## config.mk

```make
export PLATFORM = sky130hd
export DESIGN_NAME = tcdm_bank_arb_resp_demux_flat
export DESIGN_NICKNAME = d
export VERILOG_FILES = /design/src/rtl/tcdm_bank_arb_resp_demux_if.sv /design/src/rtl/tcdm_bank_arb_resp_demux.sv /design/src/flat_wrapper.sv
export SDC_FILE = /design/constraint.sdc
export NUM_CORES = 1
export LEC_CHECK = 0
export ABC_AREA = 1
export CAP_MARGIN = 15
export CORE_AREA = 10 10 480 482
export CTS_CLUSTER_DIAMETER = 80
export DETAILED_ROUTE_END_ITERATION = 8
export DIE_AREA = 0 0 490 492
export PLACE_DENSITY_LB_ADDON = 0.15
export REMOVE_ABC_BUFFERS = 1
export SETUP_SLACK_MARGIN = 0.4
export SLEW_MARGIN = 30
export SYNTH_ARGS = -nofsm -noshare
export SYNTH_HDL_FRONTEND = slang
export SYNTH_SLANG_ARGS = --single-unit
```

## constraint.sdc

```tcl
create_clock -name clk_i -period 10.2 [get_ports clk_i]
set_clock_uncertainty 0.1 [all_clocks]
set_input_delay 2.04 -clock clk_i [delete_from_list [all_inputs] [get_ports clk_i]]
set_output_delay 2.04 -clock clk_i [all_outputs]
set_load 0.05 [all_outputs]
```

## src/rtl/tcdm_bank_arb_resp_demux_if.sv

```systemverilog
// tcdm_bank_arb_resp_demux_if: master-side request/response and bank-side signals of one TCDM bank port
interface tcdm_bank_arb_resp_demux_if #(
  parameter int NumIn = 32,
  parameter int ReqDataWidth = 32,
  parameter int RespDataWidth = 32
);
  logic [NumIn-1:0] req_i;
  logic [NumIn-1:0] we_i;
  logic [NumIn-1:0][ReqDataWidth-1:0] data_i;
  logic [NumIn-1:0] gnt_o;
  logic [NumIn-1:0] vld_o;
  logic [RespDataWidth-1:0] rdata_o;
  logic req_o;
  logic we_o;
  logic [ReqDataWidth-1:0] data_o;
  logic gnt_i;
  logic [RespDataWidth-1:0] rdata_i;
  modport slave (
    input req_i, we_i, data_i, gnt_i, rdata_i,
    output gnt_o, vld_o, rdata_o, req_o, we_o, data_o
  );
  modport master (
    output req_i, we_i, data_i, gnt_i, rdata_i,
    input gnt_o, vld_o, rdata_o, req_o, we_o, data_o
  );
endinterface

```

## src/rtl/tcdm_bank_arb_resp_demux.sv

```systemverilog
// tcdm_bank_arb_resp_demux: round-robin bank arbiter with a latency-matched response demux
module tcdm_bank_arb_resp_demux #(
  parameter int NumIn = 32,
  parameter int ReqDataWidth = 32,
  parameter int RespDataWidth = 32,
  parameter int RespLat = 1,
  parameter bit WriteRespOn = 1'b1
) (
  input logic clk_i,
  input logic rst_i,
  tcdm_bank_arb_resp_demux_if.slave bus
);
  localparam int IW = NumIn > 1 ? $clog2(NumIn) : 1;
  logic [IW-1:0] rr_q, rr_d, win;
  logic hs;
  logic [RespLat-1:0] vld_q;
  logic [IW-1:0] idx_q [RespLat];
  // descending scan so the lowest offset from rr_q wins
  always_comb begin
    win = '0;
    for (int k = NumIn - 1; k >= 0; k--)
      if (bus.req_i[(int'(rr_q) + k) % NumIn]) win = IW'((int'(rr_q) + k) % NumIn);
  end
  assign bus.req_o = |bus.req_i & ~rst_i;
  assign bus.we_o = bus.we_i[win];
  assign bus.data_o = bus.data_i[win];
  assign hs = bus.req_o & bus.gnt_i;
  assign bus.gnt_o = hs ? NumIn'(1) << win : '0;
  assign bus.vld_o = (vld_q[RespLat-1] & ~rst_i) ? NumIn'(1) << idx_q[RespLat-1] : '0;
  assign bus.rdata_o = bus.rdata_i;
  assign rr_d = hs ? ((int'(win) == NumIn - 1) ? '0 : win + 1'b1) : rr_q;
  always_ff @(posedge clk_i) begin
    if (rst_i) begin
      rr_q <= '0;
      vld_q <= '0;
      for (int s = 0; s < RespLat; s++) idx_q[s] <= '0;
    end else begin
      rr_q <= rr_d;
      vld_q[0] <= hs & (~bus.we_o | WriteRespOn);
      idx_q[0] <= win;
      for (int s = 1; s < RespLat; s++) begin
        vld_q[s] <= vld_q[s-1];
        idx_q[s] <= idx_q[s-1];
      end
    end
  end
  always_ff @(posedge clk_i) begin
    assert (RespLat >= 1 && NumIn >= 1) else $fatal(1, "RespLat and NumIn must be >= 1");
    assert ($onehot0(bus.gnt_o) && $onehot0(bus.vld_o)) else $error("gnt_o/vld_o not onehot0");
  end
endmodule

```

## src/flat_wrapper.sv

```systemverilog
// flat-port wrapper written by rule: the top's interface ports become plain ports
module tcdm_bank_arb_resp_demux_flat 
#(
  parameter int NumIn = 32,
  parameter int ReqDataWidth = 32,
  parameter int RespDataWidth = 32,
  parameter int RespLat = 1,
  parameter bit WriteRespOn = 1'b1
)
  (clk_i, rst_i, bus_req_i, bus_we_i, bus_data_i, bus_gnt_i, bus_rdata_i, bus_gnt_o, bus_vld_o, bus_rdata_o, bus_req_o, bus_we_o, bus_data_o);
  tcdm_bank_arb_resp_demux_if #(.NumIn(NumIn), .ReqDataWidth(ReqDataWidth), .RespDataWidth(RespDataWidth)) bus_i ();
  input logic clk_i;
  input logic rst_i;
  input wire logic [$bits(bus_i.req_i)-1:0] bus_req_i;
  input wire logic [$bits(bus_i.we_i)-1:0] bus_we_i;
  input wire logic [$bits(bus_i.data_i)-1:0] bus_data_i;
  input wire logic [$bits(bus_i.gnt_i)-1:0] bus_gnt_i;
  input wire logic [$bits(bus_i.rdata_i)-1:0] bus_rdata_i;
  output wire logic [$bits(bus_i.gnt_o)-1:0] bus_gnt_o;
  output wire logic [$bits(bus_i.vld_o)-1:0] bus_vld_o;
  output wire logic [$bits(bus_i.rdata_o)-1:0] bus_rdata_o;
  output wire logic [$bits(bus_i.req_o)-1:0] bus_req_o;
  output wire logic [$bits(bus_i.we_o)-1:0] bus_we_o;
  output wire logic [$bits(bus_i.data_o)-1:0] bus_data_o;
  assign bus_i.req_i = bus_req_i;
  assign bus_i.we_i = bus_we_i;
  assign bus_i.data_i = bus_data_i;
  assign bus_i.gnt_i = bus_gnt_i;
  assign bus_i.rdata_i = bus_rdata_i;
  assign bus_gnt_o = bus_i.gnt_o;
  assign bus_vld_o = bus_i.vld_o;
  assign bus_rdata_o = bus_i.rdata_o;
  assign bus_req_o = bus_i.req_o;
  assign bus_we_o = bus_i.we_o;
  assign bus_data_o = bus_i.data_o;
  tcdm_bank_arb_resp_demux #(.NumIn(NumIn), .ReqDataWidth(ReqDataWidth), .RespDataWidth(RespDataWidth), .RespLat(RespLat), .WriteRespOn(WriteRespOn)) u_core (.clk_i(clk_i), .rst_i(rst_i), .bus(bus_i));
endmodule
```

==> results.toml <==
[run_status]
outcome = "finished, final reports clean"

[sta]
setup_viol = 0
fin_crit_sh_pct = 91.2
drv_slew = 0
finalHoldViolations = 0
period_needed_ns = 9.31
max_freq_mhz = 107
rsz0062_at_grt = "yes"
worst_pin_slew_ns = 0.862
slew_headroom_pct = 42.5

[synth]
synth_top_family_by_area = "simple AND/OR/NAND/NOR gates"
async_flop_share_pct = 0
synth-compound-area-share_pct = 4.90
ys_ff_latch = 11
synth_edf_count = 0
syn-cell-area_um2 = 17900
synthAdderAreaFrac_pct = 1.12
ys_warn_count = 0
synth_xor_area_share_pct = 1.08
synthFlopType = "dfxtp_1"
synth-simple-area-share_pct = 79.1
muxShareOfSynthArea_pct = 0.112
synthCells = 4019
synth_cell_type_count = 44
syn-mean-instance-area_um2 = 4.46
yosysSeqAreaShare_pct = 1.23

[floorplanning]
die_height_um = 492
die_w_um = 490
die_area_um2 = 241000
core_region_area_um2 = 221000
start_util_pct = 8.12
rows = 173
ios = 1253

[global_routing]
grt_overflow = 0
first_global_vias = 31900
antenna_found_initial = 83
grt_max_degree = 91
grt_pass1_wl_um = 264000
grt_usage_pct = 15.0

[route]
vias_per_cell = 3.84
first_pass_iters = 5
first_iter_violations = 2090
ant_nets = 0
vias = 30800
routed_wl_um = 196000
wl_per_cell_um = 24.4
post-route-drc-count = 0

[worst_setup_path]
slowest_delay_ns = 0.56
worst_ep_arrival_time_ns = 7.17
cpMaxStageDelayCell = "clkdlybuf4s50_1"
cp-start-kind = "primary input"
critPathRequiredTime_ns = 8.06
crit_type = "in2out"
critical_path.most_common_cell = "nand2_1"
crit_fanout = 15
end_kind = "output port"

[final_layout]
layout_commonest_cell = "nand2_1"
seq_area_um2 = 220
stdcell_count = 8032
synthToLayoutAreaGrowth_pct = 94.4
multiInputGateArea_um2 = 15800
final_util_pct = 15.8
drive_above_1_share_pct = 6.60
n_fill_cell = 26100
layout_common_cells = "nand2_1 (2,091), clkdlybuf4s50_1 (1,121), nand3_1 (1,097)"
finalNetCount = 6169

[clock_tree]
clkTransAtPathRegs_ns = 0.05
holdBufCountCts = 0
cts_tree = "yes"
clkLatencyLatePin_ns = 0.24
cts-root-buf = "clkbuf_16"
cts-root-to-sink-buffers = 2
cts_buffers = 3
ctsHtreeMaxLevel = 1
clock-sinks = 11

[placement]
dp_hpwl_um = 161000
place_congestion = 0.874
dpl.cell_count = 7990
port-buffer-count = 1188

[hold_path]
hp-class = "reg2reg"

[job]
max-cap-violations = 0
## final cells by class
class,count,area share [%]
Sequential cell,11,0.631
Timing Repair Buffer,1365,42.1
Antenna cell,28,0.201
Clock buffer,4,0.226
Multi-Input combinational cell,3563,45.2
Tap cell,2975,10.7
Inverter,85,0.994
Timing Repair inverter,1,0.0323
## repair_timing
action	in CTS	in global routing
cloned	0	5
resized for setup	4	50
setup buffers	0	5
endpoints found under the setup margin	1	39
pin swaps	0	3
## stage by stage
stage	worst slack, ns	setup TNS (ns)	hold slack (ns)	cell area (um^2)
global route	0.348	0	0.696	34800
global placement	0.0522	0	0.639	34300
detailed placement	0.289	0	0.631	34300
floorplan	-16.12	-992.25	0.641	16000
finish	0.895	0	0.643	34900
CTS	0.402	0	0.653	34400
## state kept, by name, indices dropped and copies added (netlist names)
name          flops
u_core.idx_q      5
u_core.rr_q       5
u_core.vld_q      1
## metal layers
layer	vias to the layer above	track usage [%]	wire, um	part of all wire (%)
met5	-	0	359	0.18
met1	14400	18.0	81300	41
met3	150	4.09	13700	7.0
met4	58	1.41	2420	1.2
li1	15100	-	-	-
met2	1093	27.6	98300	50
## synth_stat cells (10+ instances only)
master | count | area [um^2]
xor2_1 | 10 | 87.6
clkbuf_1 | 125 | 469
nor2_1 | 85 | 319
nor3_1 | 19 | 95.1
a31oi_1 | 16 | 100
nand3_1 | 1109 | 5550
inv_2 | 16 | 60.1
buf_6 | 13 | 146
nand4_1 | 17 | 106
buf_4 | 72 | 541
a21oi_1 | 113 | 566
nand2_1 | 2109 | 7920
ha_1 | 16 | 200
inv_1 | 66 | 248
dfxtp_1 | 11 | 220
buf_2 | 139 | 696
## path summary, 6_finish.rpt
check | from | cells past startpoint | endpoint | slack, ns
max reg2reg | u_core.rr_q[1] | 51 | u_core.rr_q[1] | 3.62
max | bus_req_i[11] | 47 | bus_data_o[26] | 0.89
min reg2reg | u_core.rr_q[3] | 3 | u_core.rr_q[3] | 0.64
min | u_core.rr_q[3] | 3 | u_core.rr_q[3] | 0.64
## kinds of logic after synthesis
kind of cell / count (synthesis)
XOR/XNOR: 17
multiplexers: 2
AND/OR/NAND/NOR: 3367
adder cells (fa/ha/maj): 16
AO/OA/AOI/OAI: 161
flip-flops: 11
buffers and inverters: 445
## worst max-delay path: cells and delay by family
kind,cells,cell delay [ns]
AOI/OAI and AO/OA,2,0.26
and+or+nand+nor,39,3.29
muxes,1,0.28
buffers and inverters,5,1.21
Power is not shown: default switching activity piles up to over one toggle a cycle in this logic, so the estimate is an artifact.
